===== config.mk =====
export PLATFORM = sky130hd
export DESIGN_NAME = spi_cmd_ctrl_flat
export DESIGN_NICKNAME = d
export VERILOG_FILES = /design/src/rtl/spi_cmd_pkg.sv /design/src/rtl/spi_cmd_ctrl_if.sv /design/src/rtl/spi_cmd_sync.sv /design/src/rtl/spi_cmd_ctrl.sv /design/src/flat_wrapper.sv
export SDC_FILE = /design/constraint.sdc
export NUM_CORES = 1
export LEC_CHECK = 0
export ABC_AREA = 1
export CORE_ASPECT_RATIO = 0.9
export CORE_MARGIN = 3
export CORE_UTILIZATION = 44
export CTS_BUF_LIST = sky130_fd_sc_hd__clkbuf_4 sky130_fd_sc_hd__clkbuf_8
export DETAILED_ROUTE_END_ITERATION = 8
export PLACE_DENSITY = 0.71
export SLEW_MARGIN = 20
export SYNTH_ARGS = -nofsm -noshare
export SYNTH_HDL_FRONTEND = slang
export SYNTH_HIERARCHICAL = 1
export SYNTH_SLANG_ARGS = --single-unit

===== constraint.sdc =====
create_clock -name clk -period 4.8 [get_ports clk]
set_input_delay 0.96 -clock clk [delete_from_list [all_inputs] [get_ports clk]]
set_output_delay 0.96 -clock clk [all_outputs]
set_load 0.1 [all_outputs]

===== src/rtl/spi_cmd_pkg.sv =====
// Shared opcodes, FSM states and status-byte helper for the SPI command sequencer.
package spi_cmd_pkg;

    localparam logic [7:0] OP_NOP    = 8'h00;
    localparam logic [7:0] OP_LED_WR = 8'h01;
    localparam logic [7:0] OP_RNG_RD = 8'h02;
    localparam logic [7:0] OP_CNT_RD = 8'h03;
    localparam logic [7:0] OP_STATS  = 8'h04;

    localparam logic [3:0] STATUS_HDR = 4'hA;
    localparam logic [7:0] IDLE_FILL  = 8'h00;

    typedef enum logic [2:0] {
        StIdle,
        StCmd,
        StLedWr,
        StRngRd,
        StCntRd,
        StStats,
        StDrain
    } state_e;

    // full is the RNG buffer occupancy, i.e. ~rng_ready
    function automatic logic [7:0] status_byte(input logic err, input logic full);
        return {STATUS_HDR, err, full, 2'b00};
    endfunction

endpackage


===== src/rtl/spi_cmd_ctrl_if.sv =====
// Byte-shifter and entropy-source signals seen by the SPI command sequencer.
interface spi_cmd_ctrl_if;

    logic       spi_ce0;
    logic       rx_tgl;
    logic [7:0] rx_byte;
    logic [7:0] tx_byte;
    logic [7:0] rng_data;
    logic       rng_valid;
    logic       rng_ready;

    modport master (
        output spi_ce0, rx_tgl, rx_byte, rng_data, rng_valid,
        input  tx_byte, rng_ready
    );

    modport slave (
        input  spi_ce0, rx_tgl, rx_byte, rng_data, rng_valid,
        output tx_byte, rng_ready
    );

endinterface


===== src/rtl/spi_cmd_sync.sv =====
// Multi-flop synchronizer with rise/fall detect on the synchronized value.
module spi_cmd_sync #(
    parameter int unsigned STAGES    = 2,
    parameter logic        RESET_VAL = 1'b0
) (
    input  logic clk,
    input  logic rst,
    input  logic d_i,
    output logic rise_o,
    output logic fall_o
);

    logic [STAGES-1:0] sync_q, sync_d;
    logic              prev_q, prev_d;

    always_comb begin
        sync_d = {sync_q[STAGES-2:0], d_i};
        prev_d = sync_q[STAGES-1];
    end

    always_ff @(posedge clk) begin
        if (rst) begin
            sync_q <= {STAGES{RESET_VAL}};
            prev_q <= RESET_VAL;
        end else begin
            sync_q <= sync_d;
            prev_q <= prev_d;
        end
    end

    assign rise_o = sync_q[STAGES-1] & ~prev_q;
    assign fall_o = ~sync_q[STAGES-1] & prev_q;

endmodule


===== src/rtl/spi_cmd_ctrl.sv =====
// SPI command sequencer: LED write, RNG streaming and counter snapshot readout.
// Optional SPI_CMD_CTRL_STATS_EN adds frame/error counters readable by opcode 0x04.
module spi_cmd_ctrl
    import spi_cmd_pkg::*;
#(
    parameter int unsigned SYNC_STAGES = 2,
    parameter int unsigned CNT_W       = 32,
    parameter int unsigned LED_W       = 5
) (
    input  logic             clk,
    input  logic             rst,
    spi_cmd_ctrl_if.slave    bus,
    input  logic [CNT_W-1:0] cnt_in,
    output logic [LED_W-1:0] led,
    output logic             err,
    output logic             busy
);

    localparam int unsigned CntBytes = CNT_W / 8;

    logic ce_rise, ce_fall, tgl_rise, tgl_fall, byte_det;

    // Chip-enable chain resets low so a frame already in progress never looks like a new select.
    spi_cmd_sync #(
        .STAGES    (SYNC_STAGES),
        .RESET_VAL (1'b0)
    ) u_sync_ce (
        .clk    (clk),
        .rst    (rst),
        .d_i    (bus.spi_ce0),
        .rise_o (ce_rise),
        .fall_o (ce_fall)
    );

    spi_cmd_sync #(
        .STAGES    (SYNC_STAGES),
        .RESET_VAL (1'b0)
    ) u_sync_tgl (
        .clk    (clk),
        .rst    (rst),
        .d_i    (bus.rx_tgl),
        .rise_o (tgl_rise),
        .fall_o (tgl_fall)
    );

    assign byte_det = tgl_rise | tgl_fall;

    state_e           state_q, state_d, cur;
    logic [7:0]       tx_q, tx_d;
    logic [LED_W-1:0] led_q, led_d;
    logic             err_q, err_d;
    logic             busy_q, busy_d;
    logic [CNT_W-1:0] snap_q, snap_d;
    logic [2:0]       slot_q, slot_d;
    logic [7:0]       buf_q, buf_d;
    logic             full_q, full_d;
    logic             rng_slot;
`ifdef SPI_CMD_CTRL_STATS_EN
    logic [7:0]       frames_q, frames_d;
    logic [7:0]       errors_q, errors_d;
`endif

    always_comb begin
        state_d  = state_q;
        tx_d     = tx_q;
        led_d    = led_q;
        err_d    = err_q;
        busy_d   = busy_q;
        snap_d   = snap_q;
        slot_d   = slot_q;
        buf_d    = buf_q;
        full_d   = full_q;
        cur      = state_q;
        rng_slot = 1'b0;
`ifdef SPI_CMD_CTRL_STATS_EN
        frames_d = frames_q;
        errors_d = errors_q;
`endif

        // Deselect wins over a byte detected in the same cycle.
        if (ce_rise) begin
            state_d = StIdle;
            busy_d  = 1'b0;
            tx_d    = status_byte(err_q, full_q);
`ifdef SPI_CMD_CTRL_STATS_EN
            if (state_q != StIdle) begin
                if (frames_q != 8'hFF) frames_d = frames_q + 8'd1;
                if (err_q && errors_q != 8'hFF) errors_d = errors_q + 8'd1;
            end
`endif
        end else begin
            // Status reports the previous frame's error before it is cleared.
            if (ce_fall) begin
                cur     = StCmd;
                state_d = StCmd;
                busy_d  = 1'b1;
                err_d   = 1'b0;
                tx_d    = status_byte(err_q, full_q);
            end
            if (byte_det) begin
                unique case (cur)
                    StCmd: begin
                        unique case (bus.rx_byte)
                            OP_NOP: begin
                                state_d = StDrain;
                                tx_d    = IDLE_FILL;
                            end
                            OP_LED_WR: begin
                                state_d = StLedWr;
                                tx_d    = 8'(led_q);
                            end
                            OP_RNG_RD: begin
                                state_d  = StRngRd;
                                rng_slot = 1'b1;
                            end
                            OP_CNT_RD: begin
                                state_d = StCntRd;
                                tx_d    = cnt_in[CNT_W-1 -: 8];
                                snap_d  = cnt_in << 8;
                                slot_d  = 3'(CntBytes - 1);
                            end
`ifdef SPI_CMD_CTRL_STATS_EN
                            OP_STATS: begin
                                state_d = StStats;
                                tx_d    = frames_q;
                                slot_d  = 3'd1;
                            end
`endif
                            default: begin
                                state_d = StDrain;
                                err_d   = 1'b1;
                                tx_d    = IDLE_FILL;
                            end
                        endcase
                    end
                    StLedWr: begin
                        led_d   = bus.rx_byte[LED_W-1:0];
                        state_d = StDrain;
                        tx_d    = IDLE_FILL;
                    end
                    StRngRd: rng_slot = 1'b1;
                    StCntRd: begin
                        if (slot_q != 3'd0) begin
                            tx_d   = snap_q[CNT_W-1 -: 8];
                            snap_d = snap_q << 8;
                            slot_d = slot_q - 3'd1;
                        end else begin
                            state_d = StDrain;
                            tx_d    = IDLE_FILL;
                        end
                    end
`ifdef SPI_CMD_CTRL_STATS_EN
                    StStats: begin
                        if (slot_q != 3'd0) begin
                            tx_d   = errors_q;
                            slot_d = slot_q - 3'd1;
                        end else begin
                            state_d = StDrain;
                            tx_d    = IDLE_FILL;
                        end
                    end
`endif
                    default: ;
                endcase
            end
        end

        if (rng_slot) begin
            if (full_q) begin
                tx_d = buf_q;
            end else begin
                tx_d  = IDLE_FILL;
                err_d = 1'b1;
            end
        end

        // Fill only when empty, so a same-cycle consume always sees the old byte.
        if (bus.rng_valid && !full_q) begin
            buf_d  = bus.rng_data;
            full_d = 1'b1;
        end else if (rng_slot) begin
            full_d = 1'b0;
        end
    end

    always_ff @(posedge clk) begin
        if (rst) begin
            state_q  <= StIdle;
            tx_q     <= status_byte(1'b0, 1'b0);
            led_q    <= '0;
            err_q    <= 1'b0;
            busy_q   <= 1'b0;
            snap_q   <= '0;
            slot_q   <= 3'd0;
            buf_q    <= 8'h00;
            full_q   <= 1'b0;
`ifdef SPI_CMD_CTRL_STATS_EN
            frames_q <= 8'h00;
            errors_q <= 8'h00;
`endif
        end else begin
            state_q  <= state_d;
            tx_q     <= tx_d;
            led_q    <= led_d;
            err_q    <= err_d;
            busy_q   <= busy_d;
            snap_q   <= snap_d;
            slot_q   <= slot_d;
            buf_q    <= buf_d;
            full_q   <= full_d;
`ifdef SPI_CMD_CTRL_STATS_EN
            frames_q <= frames_d;
            errors_q <= errors_d;
`endif
        end
    end

    assign bus.tx_byte   = tx_q;
    assign bus.rng_ready = ~full_q;
    assign led           = led_q;
    assign err           = err_q;
    assign busy          = busy_q;

endmodule


===== src/flat_wrapper.sv =====
// flat-port wrapper written by rule: the top's interface ports become plain ports
module spi_cmd_ctrl_flat import spi_cmd_pkg::*;
#(
    parameter int unsigned SYNC_STAGES = 2,
    parameter int unsigned CNT_W       = 32,
    parameter int unsigned LED_W       = 5
)
  (clk, rst, cnt_in, led, err, busy, bus_spi_ce0, bus_rx_tgl, bus_rx_byte, bus_rng_data, bus_rng_valid, bus_tx_byte, bus_rng_ready);
  spi_cmd_ctrl_if bus_i ();
  input  logic clk;
  input  logic rst;
  input  logic [CNT_W-1:0] cnt_in;
  output logic [LED_W-1:0] led;
  output logic err;
  output logic busy;
  input wire logic [$bits(bus_i.spi_ce0)-1:0] bus_spi_ce0;
  input wire logic [$bits(bus_i.rx_tgl)-1:0] bus_rx_tgl;
  input wire logic [$bits(bus_i.rx_byte)-1:0] bus_rx_byte;
  input wire logic [$bits(bus_i.rng_data)-1:0] bus_rng_data;
  input wire logic [$bits(bus_i.rng_valid)-1:0] bus_rng_valid;
  output wire logic [$bits(bus_i.tx_byte)-1:0] bus_tx_byte;
  output wire logic [$bits(bus_i.rng_ready)-1:0] bus_rng_ready;
  assign bus_i.spi_ce0 = bus_spi_ce0;
  assign bus_i.rx_tgl = bus_rx_tgl;
  assign bus_i.rx_byte = bus_rx_byte;
  assign bus_i.rng_data = bus_rng_data;
  assign bus_i.rng_valid = bus_rng_valid;
  assign bus_tx_byte = bus_i.tx_byte;
  assign bus_rng_ready = bus_i.rng_ready;
  spi_cmd_ctrl #(.SYNC_STAGES(SYNC_STAGES), .CNT_W(CNT_W), .LED_W(LED_W)) u_core (.clk(clk), .rst(rst), .bus(bus_i), .cnt_in(cnt_in), .led(led), .err(err), .busy(busy));
endmodule

* Word-level counts from Yosys, hierarchy flattened
Index checks and enable logic that the tools add are counted.
** Cells by class
- Add/sub/neg operators :: 1
- Equality and inequality tests :: 9
- Reduce and logical (&&, ||, !) cells :: 10
- Divide/modulo/power cells :: 0
- Muxes and demuxes :: 33
- Bitwise logic cells :: 11
- $lt $le $gt $ge :: 0
- Shift operators :: 0
- Multipliers :: 0
** Operators by type and width (count)
- 32-bit 2-to-1 mux :: 2
- 32-bit case mux with 2 select lines :: 1
- 8-bit 2-to-1 mux :: 6
- 8-bit case mux with 3 select lines :: 2
- 3-bit 2-to-1 mux :: 6
- 3-bit case mux with 3 select lines :: 2
- 8-bit by 2-bit equality test with 1-bit output (second input constant) :: 2
- 1-bit 2-to-1 mux :: 12
- 8-bit by 1-bit equality test with 1-bit output (second input constant) :: 1
- 8-bit zero test :: 1
- 3-bit by 2-bit equality test with 1-bit output (second input constant) :: 2
- 1-bit inverter :: 6
- 3-bit case mux with 2 select lines :: 1
- 5-bit AND reduction :: 1
- 1-bit bitwise AND :: 4
- 2-bit by 1-bit != test with 1-bit output (second input constant) :: 2
- 2-bit nonzero test :: 2
- 4-bit OR reduction :: 1
- 3-bit by 1-bit equality test with 1-bit output (second input constant) :: 1
- 3-bit equality test (second input constant) :: 1
- 3-bit AND reduction :: 1
- 3-bit nonzero test :: 1
- 3-bit by 1-bit subtractor with 3-bit output (second input constant) :: 1
- 1-bit case mux with 2 select lines :: 1
- 4 further kinds :: 4
** Storage, ports and cells
- Bits in registers :: 68
- Latch bits :: 0
- Memory bits (writable) :: 0
- Memories :: 0
- Bits in read-only memories :: 0

* Depth between registers and ports, before layout
- Word-level depth :: 10
- Gate-level depth with buffers :: 16
- Mapped depth without buffers :: 14

* Hierarchy
Netlist, hierarchy kept.
** By module, submodules not included
- spi_cmd_ctrl :: area each 3070.4 µm², instances 1, cells an instance 491, seq. area each 1081.0 µm²
- spi_cmd_sync :: area each 93.8 µm², instances 2, cells an instance 12, seq. area each 60.1 µm²

* Worst setup path after synthesis
No wires, ideal clock.
- Path kind :: input-to-reg
- From :: input port bus_rx_byte[2]
- To :: register u_core.snap_q[20]
- Stages :: 7
- Required time :: 4687 ps
- Slack :: 2734 ps
- Data arrival time :: 1953 ps
- Path through :: nor2_1 nand3_1 o21ai_1 nand3_2 buf_2 nor2_1 nor2_1
** Between the ends
- Longest elaborated chain between the ends :: 3
** RTL lines
- from (decl) :: line flat_wrapper.sv:18 : input wire logic [$bits(bus_i.rx_byte)-1:0] bus_rx_byte;
- 8-bit by 2-bit equality test with 1-bit output :: line spi_cmd_ctrl.sv:103 : unique case (bus.rx_byte)
- 2-bit by 1-bit != test with 1-bit output (no source line)
- 5-bit AND reduction (no source line)
- to (signal assigned) :: line spi_cmd_ctrl.sv:207 : snap_q <= snap_d;
- to (decl) :: line spi_cmd_ctrl.sv:53 : logic [CNT_W-1:0] snap_q, snap_d;
Every way passes these cells.
A chain may end at the register's enable or synchronous reset.

* Final worst setup path
- From :: register u_core.u_sync_ce.prev_q
- To :: register u_core.slot_q[1]
** Between the ends
- Longest elaborated chain between the ends :: 6
** RTL lines
- from (decl) :: line spi_cmd_sync.sv:14 : logic prev_q, prev_d;
- from (signal assigned) :: line spi_cmd_sync.sv:27 : prev_q <= prev_d;
- 1-bit bitwise AND * :: line spi_cmd_sync.sv:32 : assign fall_o = ~sync_q[STAGES-1] & prev_q;
- named net u_core.ce_fall :: line spi_cmd_ctrl.sv:21 : logic ce_rise, ce_fall, tgl_rise, tgl_fall, byte_det;
- 3-bit 2-to-1 mux * :: line spi_cmd_ctrl.sv:93 : if (ce_fall) begin
- 3-bit 2-to-1 mux * :: line spi_cmd_ctrl.sv:81 : if (ce_rise) begin
- 3-bit equality test / 3-bit by 1-bit equality test with 1-bit output (equally long branches) :: line spi_cmd_ctrl.sv:101 : unique case (cur)
- 2-bit by 1-bit != test with 1-bit output (no source line) / 2-bit nonzero test (equally long branches)
- 5-bit AND reduction (no source line)
- to (signal assigned) :: line spi_cmd_ctrl.sv:208 : slot_q <= slot_d;
- to (decl) :: line spi_cmd_ctrl.sv:54 : logic [2:0] slot_q, slot_d;
Mark *: on every way through the listed nets, which the timed path passes. The rest lies on a longest branch. The select of a mux whose other input is x is not followed.

==> out/metrics.yaml <==
die:
  die_area_sq_um: 8470
  die_width_microns: 96.7
  core-area_sq_um: 7110
  die_height_microns: 87.6
  rows: 29
  start_util_pct: 45.8
  ioPinCount: 69
global_routing:
  grt.total_usage_pct: 20.7
  antenna_found_initial: 0
  grt_pass1_wl_microns: 14200
  overflow: 0
  grt_start_max_net_pins: 44
  grt_pass1_vias: 3136
detailed_routing:
  routed-via-count: 3306
  firstDrtPassIters: 5
  drtIter0Drc: 286
  drtAntennaViolNets: 0
  viasPerCell: 4.90
  routed_wl_microns: 8390
  drc: 0
  routedWlPerCell_microns: 12.4
clock_network:
  cts_made_buffers: 9
  path_clk_slew_ns: 0.07
  cts_tree: "yes"
  cts_buffer_depth: 2
  clk_latency_ns: 0.35
  cts-root-buf: "clkbuf_8"
  hold_buffers: 0
  cts_resized: 0
  clock_sinks: 60
  cts_setup_buffers: 0
  h-tree-depth: 3
run:
  max_cap_viol_count: 0
timing:
  fin_setup_tns_ns: 0
  maxSlewViolCount: 0
  hold_viol: 0
  worst_slew_pin_slew_ns: 1.00
  fin_skew_ns: 0.00689
  finalSetupViolations: 0
  rsz0062_at_grt: "no"
  period_share_pct: 69.7
  max_freq_mhz: 299
  period_minus_slack_ns: 3.35
  slew_headroom_pct: 33.1
worst_hold_path:
  hp-class: "register to register"
worst_setup_path:
  r2r_slack_ns: 1.45
  start_kind: "register"
  cp-end-kind: "register"
  worstPathArrival_ns: 3.58
  required_ns: 5.03
  crit_fanout: 43
  path_class: "register to register"
final_layout:
  nets: 632
  ff_latch_area_sq_um: 1200
  diodes: 0
  area_delta_synth_final_pct: 26.8
  drive_above_1_share_pct: 8.42
  multi_input_area_sq_um: 1680
  fill_cells: 728
pwr:
  total_power_w: 0.00110
  p_leak_nw: 1.89
  peakVddDrop_uv: 164
  p_per_area_nw_per_um2: 267
logic_synthesis:
  synth_cell_types: 34
  syn-mean-instance-area_sq_um: 6.33
  syn-cell-area_sq_um: 3260
  synth_cells: 515
  synth-seq-cells: 60
  ys_warn_count: 6
  async_reset_ff_share_pct: 0
  ys_seq_area_share_pct: 36.9
  syn_nets: 570
  synth_edf_count: 0
  ys.flop_type: "dfxtp_1"
placement:
  place_congestion: 0.900
  port-buffer-count: 68
  dpl.hpwl_microns: 6330
status:
  status: "completed"
cells in the mapped netlist, types with 3 or more instances:
cell | count | share of area [%]
inv_1 | 61 | 7.0
dfxtp_1 | 60 | 37
clkbuf_1 | 7 | 0.81
nand2_1 | 146 | 17
buf_2 | 5 | 0.77
nand3_1 | 26 | 4.0
a21oi_1 | 28 | 4.3
buf_6 | 4 | 1.4
inv_2 | 4 | 0.46
nand2_4 | 3 | 1.0
o21ai_1 | 4 | 0.61
o21ai_0 | 28 | 4.3
nor2_1 | 90 | 10
nor2_2 | 3 | 0.58
nand4_1 | 10 | 1.9
nand2_2 | 7 | 1.3
nand3_2 | 3 | 0.92
a21oi_2 | 5 | 1.3
report_power, final:
group | leakage, nW | total [W] | internal, W | switching, W
Clock | 0.0779 | 0.000408 | 0.000188 | 0.000220
Combinational | 1.32 | 0.000174 | 0.0000710 | 0.000103
Sequential | 0.487 | 0.000522 | 0.000514 | 0.00000842
state kept, by name, indices dropped and copies added (netlist names):
register	flops
u_core/full_q	1
u_core/state_q	3
u_core/u_sync_ce/prev_q	1
u_core/snap_q	24
u_core/busy	1
u_core/bus.tx_byte	8
u_core/slot_q	3
u_core/u_sync_tgl/prev_q	1
u_core/led	5
u_core/u_sync_tgl/sync_q	2
u_core/buf_q	8
u_core/u_sync_ce/sync_q	2
u_core/err	1
stage by stage:
stage               setup WS, ns  hold slack, ns  utilization, %  cells  area, sq um
detailed placement          1.42           0.411            55.6    659         3960
finish                      1.45           0.418            58.1    675         4130
CTS                         1.49           0.424            58.1    675         4130
global placement            1.51           0.398            55.6    659         3960
global route                1.13           0.434            58.1    675         4130
floorplan                   2.73           0.388               -    515         3260
worst paths after layout:
path | start | end | cells after the start
setup / recovery | u_core/u_sync_ce/prev_q | u_core/slot_q[1] | 9
setup reg to reg | u_core/u_sync_ce/prev_q | u_core/slot_q[1] | 9
hold / removal | u_core/u_sync_ce/sync_q[0] | u_core/u_sync_ce/sync_q[1] | 2
hold reg to reg | u_core/u_sync_ce/sync_q[0] | u_core/u_sync_ce/sync_q[1] | 2
area by class of cell:
cell class / count / area share (%)
multi-input cells: 368 / 40.7
inverters: 68 / 6.27
clock buffers: 9 / 3.00
repair buffers: 70 / 16.8
well taps: 93 / 2.82
clock inverters: 7 / 1.27
flip-flops and latches: 60 / 29.1
per-layer routing:
metal / global-route usage, % / vias up / part of all wire [%]
li1: - / 1726 / -
met1: 26.6 / 1456 / 46
met4: 7.91 / 0 / 2.0
met3: 4.38 / 16 / 6.5
met5: 0 / - / 0
met2: 34.6 / 108 / 46
cell families (layout without fill, tap and decap cells):
kind of cell | after synthesis | after routing | share of synthesized area (%)
AOI/OAI and AO/OA | 69 | 69 | 11.5
xor gates and xnor gates | 1 | 1 | 0.269
adders and majority gates | 2 | 2 | 0.768
buffers and inverters | 87 | 154 | 11.5
DFF | 60 | 60 | 36.9
and+or+nand+nor | 296 | 296 | 39.1
cells in the final DEF (no fill, tap or decap), drive strengths merged, types with 9 or more instances in the layout:
master / n
a21oi: 33
clkbuf: 9
clkdlybuf4s50: 68
dfxtp: 60
inv: 67
nand2: 156
nand3: 30
nand4: 10
nor2: 94
o21ai: 32
worst max-delay path, cell delays in order, from the launching register on:
cell	delay [ns]
dfxtp_1	0.34
inv_1	0.04
nor2_1	0.69
nor2_4	0.11
nand3_4	0.31
inv_2	0.20
nand2_1	0.35
nand3_2	0.68
nor2_1	0.38
a21oi_1	0.12
(Power assumes the default switching activity.)
